===== src/rtl/prince_output_affine_serial.sv =====
// Serial share-wise inverse input-affine decoder for the masked PRINCE S-box path.
// Three independent share registers are rotated right one nibble per clock; each
// nibble leaving the bottom is decoded and re-enters at the top, so after NIBBLES
// steps the original nibble ordering is restored. Shares are never combined.
module prince_output_affine_serial #(
    parameter int unsigned NIBBLES = 16,
    parameter int unsigned CNT_W   = 4
) (
    input  logic                 clk,
    input  logic                 rst_n,
    input  logic                 in_valid,
    output logic                 in_ready,
    input  logic [4*NIBBLES-1:0] in_s1,
    input  logic [4*NIBBLES-1:0] in_s2,
    input  logic [4*NIBBLES-1:0] in_s3,
    output logic                 out_valid,
    input  logic                 out_ready,
    output logic [4*NIBBLES-1:0] out_s1,
    output logic [4*NIBBLES-1:0] out_s2,
    output logic [4*NIBBLES-1:0] out_s3,
    output logic                 busy
);

    localparam int unsigned W = 4 * NIBBLES;
    localparam logic [CNT_W-1:0] LastCnt = CNT_W'(NIBBLES - 1);

    typedef enum logic [1:0] {StIdle, StRun, StDone} state_e;

    state_e           state_q;
    logic [CNT_W-1:0] cnt_q;
    logic [W-1:0]     s1_q;
    logic [W-1:0]     s2_q;
    logic [W-1:0]     s3_q;

    // Share 1 carries the affine constant, hence the inverted top bit.
    function automatic logic [3:0] aff_const(input logic [3:0] y);
        return {~(y[3] ^ y[1]), y[2], y[0], y[1]};
    endfunction

    function automatic logic [3:0] aff_plain(input logic [3:0] y);
        return {y[3] ^ y[1], y[2], y[0], y[1]};
    endfunction

    // Control FSM, nibble counter and the three share-local rotating registers.
    always_ff @(posedge clk or negedge rst_n) begin
        if (!rst_n) begin
            state_q <= StIdle;
            cnt_q   <= '0;
            s1_q    <= '0;
            s2_q    <= '0;
            s3_q    <= '0;
        end else begin
            unique case (state_q)
                StIdle: begin
                    if (in_valid) begin
                        s1_q    <= in_s1;
                        s2_q    <= in_s2;
                        s3_q    <= in_s3;
                        cnt_q   <= '0;
                        state_q <= StRun;
                    end
                end
                StRun: begin
                    s1_q <= {aff_const(s1_q[3:0]), s1_q[W-1:4]};
                    s2_q <= {aff_plain(s2_q[3:0]), s2_q[W-1:4]};
                    s3_q <= {aff_plain(s3_q[3:0]), s3_q[W-1:4]};
                    if (cnt_q == LastCnt) begin
                        state_q <= StDone;
                    end else begin
                        cnt_q <= cnt_q + 1'b1;
                    end
                end
                StDone: begin
                    if (out_ready) begin
                        state_q <= StIdle;
                    end
                end
                default: state_q <= StIdle;
            endcase
        end
    end

    // Handshake flags decode straight from the state register.
    always_comb begin
        in_ready  = (state_q == StIdle);
        busy      = (state_q == StRun);
        out_valid = (state_q == StDone);
    end

    assign out_s1 = s1_q;
    assign out_s2 = s2_q;
    assign out_s3 = s3_q;

endmodule

===== config.mk =====
export PLATFORM = sky130hd
export DESIGN_NAME = prince_output_affine_serial
export DESIGN_NICKNAME = d
export VERILOG_FILES = /design/src/rtl/prince_output_affine_serial.sv
export SDC_FILE = /design/constraint.sdc
export NUM_CORES = 1
export LEC_CHECK = 0
export CORE_MARGIN = 2
export CORE_UTILIZATION = 40
export CTS_CLUSTER_SIZE = 40
export DETAILED_ROUTE_END_ITERATION = 8
export GPL_TIMING_DRIVEN = 0
export PLACE_DENSITY = 0.76
export SYNTH_ARGS = -nofsm -noshare
export SYNTH_HDL_FRONTEND = slang
export SYNTH_SLANG_ARGS = --single-unit

===== constraint.sdc =====
create_clock -name clk -period 3.4 [get_ports clk]
set_clock_uncertainty 0.2 [all_clocks]
set_input_delay 0.68 -clock clk [delete_from_list [all_inputs] [get_ports clk]]
set_output_delay 0.68 -clock clk [all_outputs]
set_load 0.01 [all_outputs]

## Yosys cells after proc, flatten, opt, wreduce, memory -nomap -nowiden

Cells that the tools add are included.

| cells by class | value |
|---|---|
| add/sub/neg operators | 1 |
| equality and inequality tests | 7 |
| muxes and demuxes | 13 |
| bitwise logic cells | 4 |
| reduce and logical (&&, ||, !) cells | 5 |

Operators with widths:

| cell | number |
|---|---|
| 64-bit case mux with 2 select lines | 3 |
| 64-bit 2-to-1 mux | 3 |
| 4-bit 2-to-1 mux | 2 |
| 4-bit case mux with 2 select lines | 1 |
| 2-bit 2-to-1 mux | 3 |
| 2-bit case mux with 3 select lines | 1 |
| 3-bit AND reduction | 2 |
| 4-bit by 1-bit adder with 4-bit output, second input constant | 1 |
| 4-bit == test, second input constant | 1 |
| 2-bit by 1-bit inequality test with 1-bit output, second input constant | 2 |
| 2-bit inequality test, second input constant | 2 |
| 1-bit bitwise XOR | 3 |
| 2-bit by 1-bit == test with 1-bit output, second input constant | 1 |
| 2-bit == test, second input constant | 1 |
| 2-bit zero test | 1 |
| 2-bit AND reduction | 1 |
| 2-bit nonzero test | 1 |
| 1-bit inverter | 1 |

| word-level totals | value |
|---|---|
| register bits after elaboration | 198 |
| input bits | 196 |
| output and inout bits | 195 |
| logic and storage cells | 35 |

## Depth between registers and ports, before layout

Gate-level depths: netlist of run 1.

| depth | value |
|---|---|
| word-level depth | 3 |
| mapped depth | 7 |
| mapped depth without buffers | 4 |

## Worst setup path before layout of run 1

No wires, ideal clock.

| path | value |
|---|---|
| path kind | register to output |
| start point | register state_q[0] |
| end point | output busy |
| data arrival time | 1.005 ns |
| data required time | 2.520 ns |
| setup slack | 1.515 ns |
| cell stages (with the launch flop) | 6 |
| cell sequence | dfrtp_1 -> buf_6 -> nand2b_1 -> buf_4 -> buf_2 -> inv_1 |

| between the ends | value |
|---|---|
| longest elaborated chain between the ends | 1 |

RTL lines:

| item | line | source |
|---|---|---|
| from (decl) | 29 | `state_e state_q;` |
| from (signal assigned) | 47 | `state_q <= StIdle;` |
| from (signal assigned) | 60 | `state_q <= StRun;` |
| from (signal assigned) | 68 | `state_q <= StDone;` |
| 2-bit by 1-bit == test with 1-bit output | 86 | `busy = (state_q == StRun);` |
| to (decl) | 21 | `output logic busy` |

Every way passes these cells.

## Worst setup path after layout of run 1

Same ends and word-level chain as after synthesis.

==> metrics.txt, run 1 <==
status=complete, no violations; Seq/Total Area, Yosys=53.85%; total of max-cap violations=0; Syn Std Cell Area=9201 um2; Yosys top cell area share=53.85%; R2R depth=5; vias per std cell=5.076; Net Count, Synth=1,061; CP required=2520 ps; wire per inst=19.11 um; Top Family by Delay on Critical Path=buffers and inverters; Die ar.=24,230 um2; Final HPWL DP=22.68 mm; Overall Global Routing Usage=24.73%; IO buf count=390; Switch Pwr=5.905 mW; Sw Share=39.64%; largest net degree at the start of global routing=113; Detail Route Antenna Nets=0; Startpoint Class=flip-flop; antenna violations before repair=0; crit path cell chain=buf_6, nand2b_1, buf_4, buf_2, inv_1, clkdlybuf4s50_1; most frequent cells in the layout=clkdlybuf4s50_1 (389), dfrtp_1 (198), nand2_1 (193); Worst path max stage delay=520 ps; # fillers=1,926; drt pass-1 iters=5; Leak=5.490 nW; fin area=14,070 um2; Clk pin slew, worst setup/hold paths=80 ps; R2R Setup Slk=1420 ps; core box area=22,640 um2; count of different cell masters after synthesis=26; FP Rows=55; Mapped Cells=864; Power Dens Cells=1059 nW/um2; Die Wd=155.7 um; Critical Path Source=state_q[0]; number of gates resized after CTS=0; Relative slew margins=53.24%; grt ovf=0; Flop pwr share=31.4%; Longest Clk Path Bufs=2; Synth-to-Final Area Change=52.94%; RSZ-0062 raised after global routing=no; flip-flop and latch count after synthesis=198; fmax=334.1 MHz; Final Power=14.90 mW; die height=155.7 um; vias in the first global route=8,113; Inst Count DP=1,540; postcts setup bufs=0; final critical-path required period=2993 ps; final setup violating endpoints=0; Fin Hold WS=16.79 ps; most common cell after layout, fill and taps aside=clkdlybuf4s50_1; Peak VDD IR=0.0005148 V; Mean Syn Cell Area=10.65 um2; clock sink total=198; Starting DRT DRC Count=387; post-layout util=62.16%; crit-path max FO=10; final slew viol count=0; final non-filler cell total=1,571; first-pass GRT wire length=46.28 mm; CTS tree=done; Comb pwr share=54.9%; share of cells above drive strength 1=6.376%; top cells by area, synth=dfrtp_1 (54%), mux2i_1 (21%), o21ai_1 (10%), nand2_1 (7.9%), buf_8 (1.8%); IO Count=391; Clk Latency, worst-skew pair=420 ps; placed inst area=13,490 um2; Worst Hold Class=in2async; Critical path buffers and inverters=5; WL final=30.03 mm; CP arrival=2110 ps; DRC violations left=0; Final Hold Fails=0; routability cong.=0.8470; total of warnings raised by yosys=0; clock power share=13.8%; Worst path slowest cell=clkdlybuf4s50_1; CP Class=reg2out; Internal Pwr Total=8.994 mW; CP Capture Type=output pin; CTS HTree Levels=4; crit share post-route=88.03%; starting density of the core=40.64%; Nets=1,471; largest area contributor in the netlist=dfrtp_1; CTS root buf=clkbuf_16; CTS Buf Count=17; Reg-to-Reg Start=state_q[0]; Reg-to-Reg End=out_s3[55]; Post-CTS Hold Buffers=0; antenna cells=0; total number of vias=7,974; worst-margin pin slew=701.4 ps
==> logic make-up (layout without fill, tap and decap cells) <==
kind of cell	count (synthesis)	in the layout	synth area share, %
AO/OA/AOI/OAI	201	201	11.34
XOR/XNOR	4	4	0.3808
adder cells (fa/ha/maj)	1	1	0.1360
buffers and inverters	69	491	5.262
flip-flops	198	198	53.85
multiplexers	190	190	20.67
AND/OR/NAND/NOR	201	201	8.363
==> how the worst max path moves through the flow <==
| stage | slack, ps | endpoint | depth (start not counted) |
|---|---|---|---|
| 5_1_grt | 270 | busy | 6 |
| 2_1_floorplan | 1510 | busy | 5 |
| 3_3_place_gp | -7160 | out_s2[27] | 1 |
| 6_report | 410 | busy | 6 |
| 3_5_place_dp | 750 | out_s3[55] | 5 |
| 4_1_cts | 370 | busy | 6 |
==> power by group through the flow <==
stage	Clock [mW]	Combinational, mW	Sequential [mW]
6_report	2.05	8.18	4.67
5_1_grt	2.19	8.85	4.85
4_1_cts	2.09	8.27	4.68
3_5_place_dp	0	8.26	4.70
3_3_place_gp	0	8.11	4.67
2_1_floorplan	0	4.04	5.00
==> routing by layer <==
layer  track usage [%]  wire length, um
met5                 0                0
met2             41.64            14490
met1             30.38            12510
met4             7.733              697
met3             7.861             2324
==> sequential cells by signal, indices dropped and copies added (netlist names) <==
name,count
out_s2,64
state_q,2
out_s1,64
out_s3,64
cnt_q,4
==> area by class of cell <==
type / instances / area, um2 / share of cell area (%)
Clock inverter: 13 / 138.9 / 0.9869
Buffer: 65 / 469.2 / 3.334
Clock buffer: 18 / 439.2 / 3.121
Inverter: 4 / 15.01 / 0.1067
Timing Repair Buffer: 391 / 3936 / 27.97
Sequential cell: 198 / 4955 / 35.21
Multi-Input combinational cell: 597 / 3762 / 26.74
Tap cell: 285 / 356.6 / 2.534
==> per-stage QoR <==
stage | TNS, ps | setup WS, ps
floorplan | 0 | 1515
global placement | -1413600 | -7160
detailed placement | 0 | 752.6
CTS | 0 | 366.5
global route | 0 | 268.7
finish | 0 | 407.0
==> worst reg2reg max path, cell delays in order, from the launching register on <==
cell	delay [ps]
dfrtp_1	370
buf_6	140
o21bai_4	240
buf_2	320
clkbuf_1	420
o21ai_1	140
==> synth_stat cells (all sizes together) <==
| cell type | number |
|---|---|
| a22o | 2 |
| nor2 | 2 |
| o22ai | 3 |
| clkbuf | 14 |
| buf | 51 |
| nor2b | 1 |
| dfrtp | 198 |
| nand2b | 1 |
| ha | 1 |
| nand2 | 193 |
| a211o | 1 |
| xnor2 | 2 |
| nand3 | 2 |
| inv | 4 |
| nor3b | 2 |
| mux2i | 190 |
| o2bb2ai | 1 |
| a41o | 1 |
| o21bai | 1 |
| xor2 | 2 |
| o21ai | 192 |
Power figures use the tool's default switching activity.
==> run 2, diff against run 1 <==
--- a/config.mk
+++ b/config.mk
@@ -5,12 +5,14 @@
 export SDC_FILE = /design/constraint.sdc
 export NUM_CORES = 1
 export LEC_CHECK = 0
-export CORE_MARGIN = 2
-export CORE_UTILIZATION = 40
+export CORE_AREA = 2 2 154 156
 export CTS_CLUSTER_SIZE = 40
 export DETAILED_ROUTE_END_ITERATION = 8
+export DIE_AREA = 0 0 156 158
 export GPL_TIMING_DRIVEN = 0
 export PLACE_DENSITY = 0.76
+export SKIP_CTS_REPAIR_TIMING = 1
 export SYNTH_ARGS = -nofsm -noshare
 export SYNTH_HDL_FRONTEND = slang
 export SYNTH_SLANG_ARGS = --single-unit
+export TNS_END_PERCENT = 1
==> metrics.txt, run 2 (synthesized netlist as in run 1, its figures left out) <==
final setup violating endpoints=0 (unchanged); first-pass GRT wire length=46.62 mm (+0.75%); most common cell after layout, fill and taps aside=clkdlybuf4s50_1; Startpoint Class=flip-flop; Clk pin slew, worst setup/hold paths=90 ps (about the same); CTS HTree Levels=4 (unchanged); most frequent cells in the layout=clkdlybuf4s50_1 (389), dfrtp_1 (198), nand2_1 (193); Critical path buffers and inverters=5 (unchanged); CP arrival=2130 ps (+20 ps); final non-filler cell total=1,577 (+0.38%); worst-margin pin slew=761.9 ps (+60.50 ps); global routing's busiest layer=met2; Reg-to-Reg Start=state_q[0]; Power Dens Cells=1066 nW/um2 (+0.67%); wire per inst=19.52 um (+2.1%); antenna violations before repair=0 (unchanged); met2 Resource Use GR=43.00% (+1.4 points); total of max-cap violations=0 (unchanged); R2R depth=5 (unchanged); Peak VDD IR=0.0004641 V (-9.8%); R2R Setup Slk=1360 ps (-60 ps); Worst path slowest cell=clkdlybuf4s50_1; final critical-path required period=3011 ps (+17.52 ps); met3 GRT Util=7.364% (-0.50 points); crit path cell chain=buf_6, nand2b_1, buf_4, buf_2, inv_1, clkdlybuf4s50_1; # fillers=1,988 (+3.2%); Worst path max stage delay=510 ps (about the same); vias in the first global route=8,274 (+2.0%); share of cells above drive strength 1=6.371% (about the same); fmax=332.2 MHz (-0.58%); starting density of the core=39.92% (-0.73 points); crit-path max FO=10 (unchanged); Final Hold Fails=0 (unchanged); antenna cells=0 (unchanged); FP Rows=56 (+1.8%); CTS root buf=clkbuf_16; drt pass-1 iters=4 (-1); Worst Hold Class=in2async; Final Power=15.05 mW (+1.0%); Fin Hold WS=29.60 ps (+12.82 ps); Inst Count DP=1,545 (+0.32%); largest net degree at the start of global routing=106 (-6.2%); Detail Route Antenna Nets=0 (unchanged); total number of vias=8,025 (+0.64%); Synth-to-Final Area Change=53.44%; Longest Clk Path Bufs=2 (unchanged); met1 Use GR=29.53% (-0.85 points); Relative slew margins=49.21% (-4.0 points); CTS Buf Count=17 (unchanged); core box area=23,050 um2 (+1.8%); IO buf count=390 (unchanged); fin area=14,120 um2 (+0.33%); DRC violations left=0 (unchanged); Die Wd=156 um (+0.21%); status=complete, no violations; placed inst area=13,500 um2 (about the same); CP Capture Type=output pin; Die ar.=24,650 um2 (+1.7%); CP Class=reg2out; RSZ-0062 raised after global routing=no; crit share post-route=88.55% (+0.52 points); Reg-to-Reg End=out_s3[57]; routability cong.=0.8834 (+4.3%); Starting DRT DRC Count=329 (-15%); WL final=30.78 mm (+2.5%); Clk Latency, worst-skew pair=430 ps (about the same); clock sink total=198 (unchanged); die height=158 um (+1.5%); Leak=5.511 nW (+0.38%); IO Count=391 (unchanged); Overall Global Routing Usage=24.65% (-0.079 points); CTS tree=done; final slew viol count=0 (unchanged); Top Family by Delay on Critical Path=buffers and inverters; Final HPWL DP=23.20 mm (+2.3%); Nets=1,471 (unchanged); grt ovf=0 (unchanged); vias per std cell=5.089 (+0.26%); CP required=2520 ps (about the same)
## run 2: through the flow
stage	util, %	TNS [ps]	worst slack, ps
final	61.25	0	389.5
after global routing	61.25	0	268.3
after CTS	61.25	0	357.8
after detailed placement	58.56	0	702.6
after global placement	58.42	-1410210	-7140
after floorplan	-	0	1515
## run 2: how the worst max path moves through the flow
stage | startpoint | endpoint | slack [ps] | cells past startpoint
6_report | state_q[0] | busy | 390 | 6
5_1_grt | state_q[0] | busy | 270 | 6
4_1_cts | state_q[0] | busy | 360 | 6
3_5_place_dp | in_valid | out_s3[59] | 700 | 5
3_3_place_gp | rst_n | out_s2[27] | -7140 | 1
2_1_floorplan | state_q[0] | busy | 1510 | 5
## run 2: power breakdown
| group | leakage, nW | switching (mW) | internal, mW | total, mW |
|---|---|---|---|---|
| registers | 2.41 | 1.08 | 3.63 | 4.71 |
| clock network | 0.302 | 1.04 | 1.13 | 2.17 |
| logic | 2.80 | 3.87 | 4.30 | 8.17 |
| total | 5.51 | 5.99 | 9.06 | 15.0 |
## run 2: worst reg2reg max path: cells and delay by family (launching register included)
kind / cells / cell delay [ps]
buffers and inverters: 3 / 920
AO/OA/AOI/OAI: 2 / 410
flip-flops: 1 / 370
## run 2: layer usage
layer	vias to the layer above	wire, um
met2	301	15210
met1	3892	12480
li1	3797	-
met5	-	0
met4	0	656
met3	35	2432
## run 2: cell type report
| cell class | instances | area (um2) | share of cell area [%] |
|---|---|---|---|
| Sequential cell | 198 | 4955 | 35.09 |
| Buffer | 65 | 469.2 | 3.323 |
| Clock inverter | 14 | 188.9 | 1.338 |
| Tap cell | 290 | 362.8 | 2.570 |
| Inverter | 4 | 15.01 | 0.1063 |
| Multi-Input combinational cell | 597 | 3762 | 26.65 |
| Clock buffer | 18 | 429.2 | 3.040 |
| Timing Repair Buffer | 391 | 3936 | 27.88 |
==> run 3, diff against run 2 <==
--- a/config.mk
+++ b/config.mk
@@ -5,12 +5,12 @@
 export SDC_FILE = /design/constraint.sdc
 export NUM_CORES = 1
 export LEC_CHECK = 0
-export CORE_AREA = 2 2 154 156
+export CORE_MARGIN = 2
+export CORE_UTILIZATION = 35
 export CTS_CLUSTER_SIZE = 40
 export DETAILED_ROUTE_END_ITERATION = 8
-export DIE_AREA = 0 0 156 158
 export GPL_TIMING_DRIVEN = 0
-export PLACE_DENSITY = 0.76
+export PLACE_DENSITY = 0.68
 export SKIP_CTS_REPAIR_TIMING = 1
 export SYNTH_ARGS = -nofsm -noshare
 export SYNTH_HDL_FRONTEND = slang
==> metrics.txt, run 3 (synthesized netlist as in run 1, its figures left out) <==
status=complete, no violations; Startpoint Class=flip-flop; total of max-cap violations=0 (unchanged); Synth-to-Final Area Change=53.44% (unchanged); routability cong.=0.8605 (-2.6%); WL final=31.00 mm (+0.71%); largest net degree at the start of global routing=113 (+6.6%); CP Capture Type=output pin; Final Hold Fails=0 (unchanged); Leak=5.479 nW (-0.57%); Worst path slowest cell=clkdlybuf4s50_1; CTS tree=done; # fillers=2,344 (+18%); Relative slew margins=53.78% (+4.6 points); core box area=25,910 um2 (+12%); final critical-path required period=2975 ps (-35.19 ps); crit path cell chain=buf_6, nand2b_1, buf_4, buf_2, inv_1, clkdlybuf4s50_1; IO buf count=390 (unchanged); most frequent cells in the layout=clkdlybuf4s50_1 (389), dfrtp_1 (198), nand2_1 (193); Clk Latency, worst-skew pair=430 ps (about the same); Detail Route Antenna Nets=0 (unchanged); Overall Global Routing Usage=22.15% (-2.5 points); die height=166.1 um (+5.2%); final setup violating endpoints=0 (unchanged); first-pass GRT wire length=48.19 mm (+3.4%); vias per std cell=4.914 (-3.4%); Inst Count DP=1,590 (+2.9%); FP Rows=59 (+5.4%); most common cell after layout, fill and taps aside=clkdlybuf4s50_1; CP arrival=2100 ps (-30 ps); Nets=1,471 (unchanged); Final Power=14.88 mW (-1.1%); vias in the first global route=8,286 (+0.15%); Final HPWL DP=23.46 mm (+1.1%); Peak VDD IR=0.0004776 V (+2.9%); CTS Buf Count=17 (unchanged); worst-margin pin slew=693.3 ps (-68.59 ps); Starting DRT DRC Count=471 (+43%); crit-path max FO=10 (unchanged); wire per inst=19.11 um (-2.1%); CTS root buf=clkbuf_16; Power Dens Cells=1054 nW/um2 (-1.1%); Critical path buffers and inverters=5 (unchanged); Clk pin slew, worst setup/hold paths=80 ps (about the same); Die ar.=27,600 um2 (+12%); CP required=2520 ps (about the same); Reg-to-Reg Start=state_q[0]; CP Class=reg2out; CTS HTree Levels=4 (unchanged); IO Count=391 (unchanged); clock sink total=198 (unchanged); fmax=336.1 MHz (+1.2%); Worst Hold Class=in2async; final slew viol count=0 (unchanged); Top Family by Delay on Critical Path=buffers and inverters; total number of vias=7,970 (-0.69%); final non-filler cell total=1,622 (+2.9%); crit share post-route=87.51% (-1.0 points); Longest Clk Path Bufs=2 (unchanged); Fin Hold WS=22.34 ps (-7.265 ps); Worst path max stage delay=520 ps (about the same); drt pass-1 iters=4 (unchanged); DRC violations left=0 (unchanged); Critical Path Source=state_q[0]; RSZ-0062 raised after global routing=no; Setup TNS=0 ps (unchanged); Die Wd=166.1 um (+6.5%); starting density of the core=35.51% (-4.4 points); grt ovf=0 (unchanged); share of cells above drive strength 1=6.299% (-0.073 points); antenna violations before repair=1 (+1)
[run 3: cell type report]
type | instances | area [um2] | area share (%)
multi-input cells | 597 | 3762 | 26.65
diodes | 1 | 2.502 | 0.01772
well taps | 335 | 419.2 | 2.969
inverters | 4 | 15.01 | 0.1063
plain buffers | 65 | 469.2 | 3.323
clock buffers | 19 | 442.9 | 3.137
clock inverters | 12 | 116.4 | 0.8242
flip-flops and latches | 198 | 4955 | 35.09
repair buffers | 391 | 3936 | 27.88
[run 3: metal layers]
metal	part of all wire, %	up-vias	GRT usage, %
met5	0	-	0
met4	2.3	0	6.352
met3	8.3	46	7.555
met2	47	312	36.12
met1	43	3828	28.06
li1	-	3784	-
[run 3: final timing paths]
kind,end,slack [ps],cells after the start
max in group asynchronous,out_s2[5],1940,2
worst min register to register,out_s1[6],310,2
worst min-delay path,out_s1[46],20,1
worst max register to register,out_s2[0],1340,5
min in group clk,out_s1[6],310,2
worst max-delay path,busy,420,6
[run 3: metrics by stage]
step	instance area (um2)	setup slack, ps	util (%)
after global placement	13520	-7275	52.19
after detailed placement	13560	623.3	52.32
final	14120	424.6	54.49
after global routing	14120	295.8	54.49
after CTS	14120	366.9	54.48
after floorplan	9201	1515	-
[run 3: where the power goes]
| part | internal [mW] | switching (mW) | leakage (nW) | total, mW |
|---|---|---|---|---|
| clock network | 0.983 | 0.994 | 0.271 | 1.98 |
| logic | 4.30 | 3.88 | 2.80 | 8.19 |
| registers | 3.63 | 1.09 | 2.41 | 4.72 |
| total | 8.92 | 5.97 | 5.48 | 14.9 |
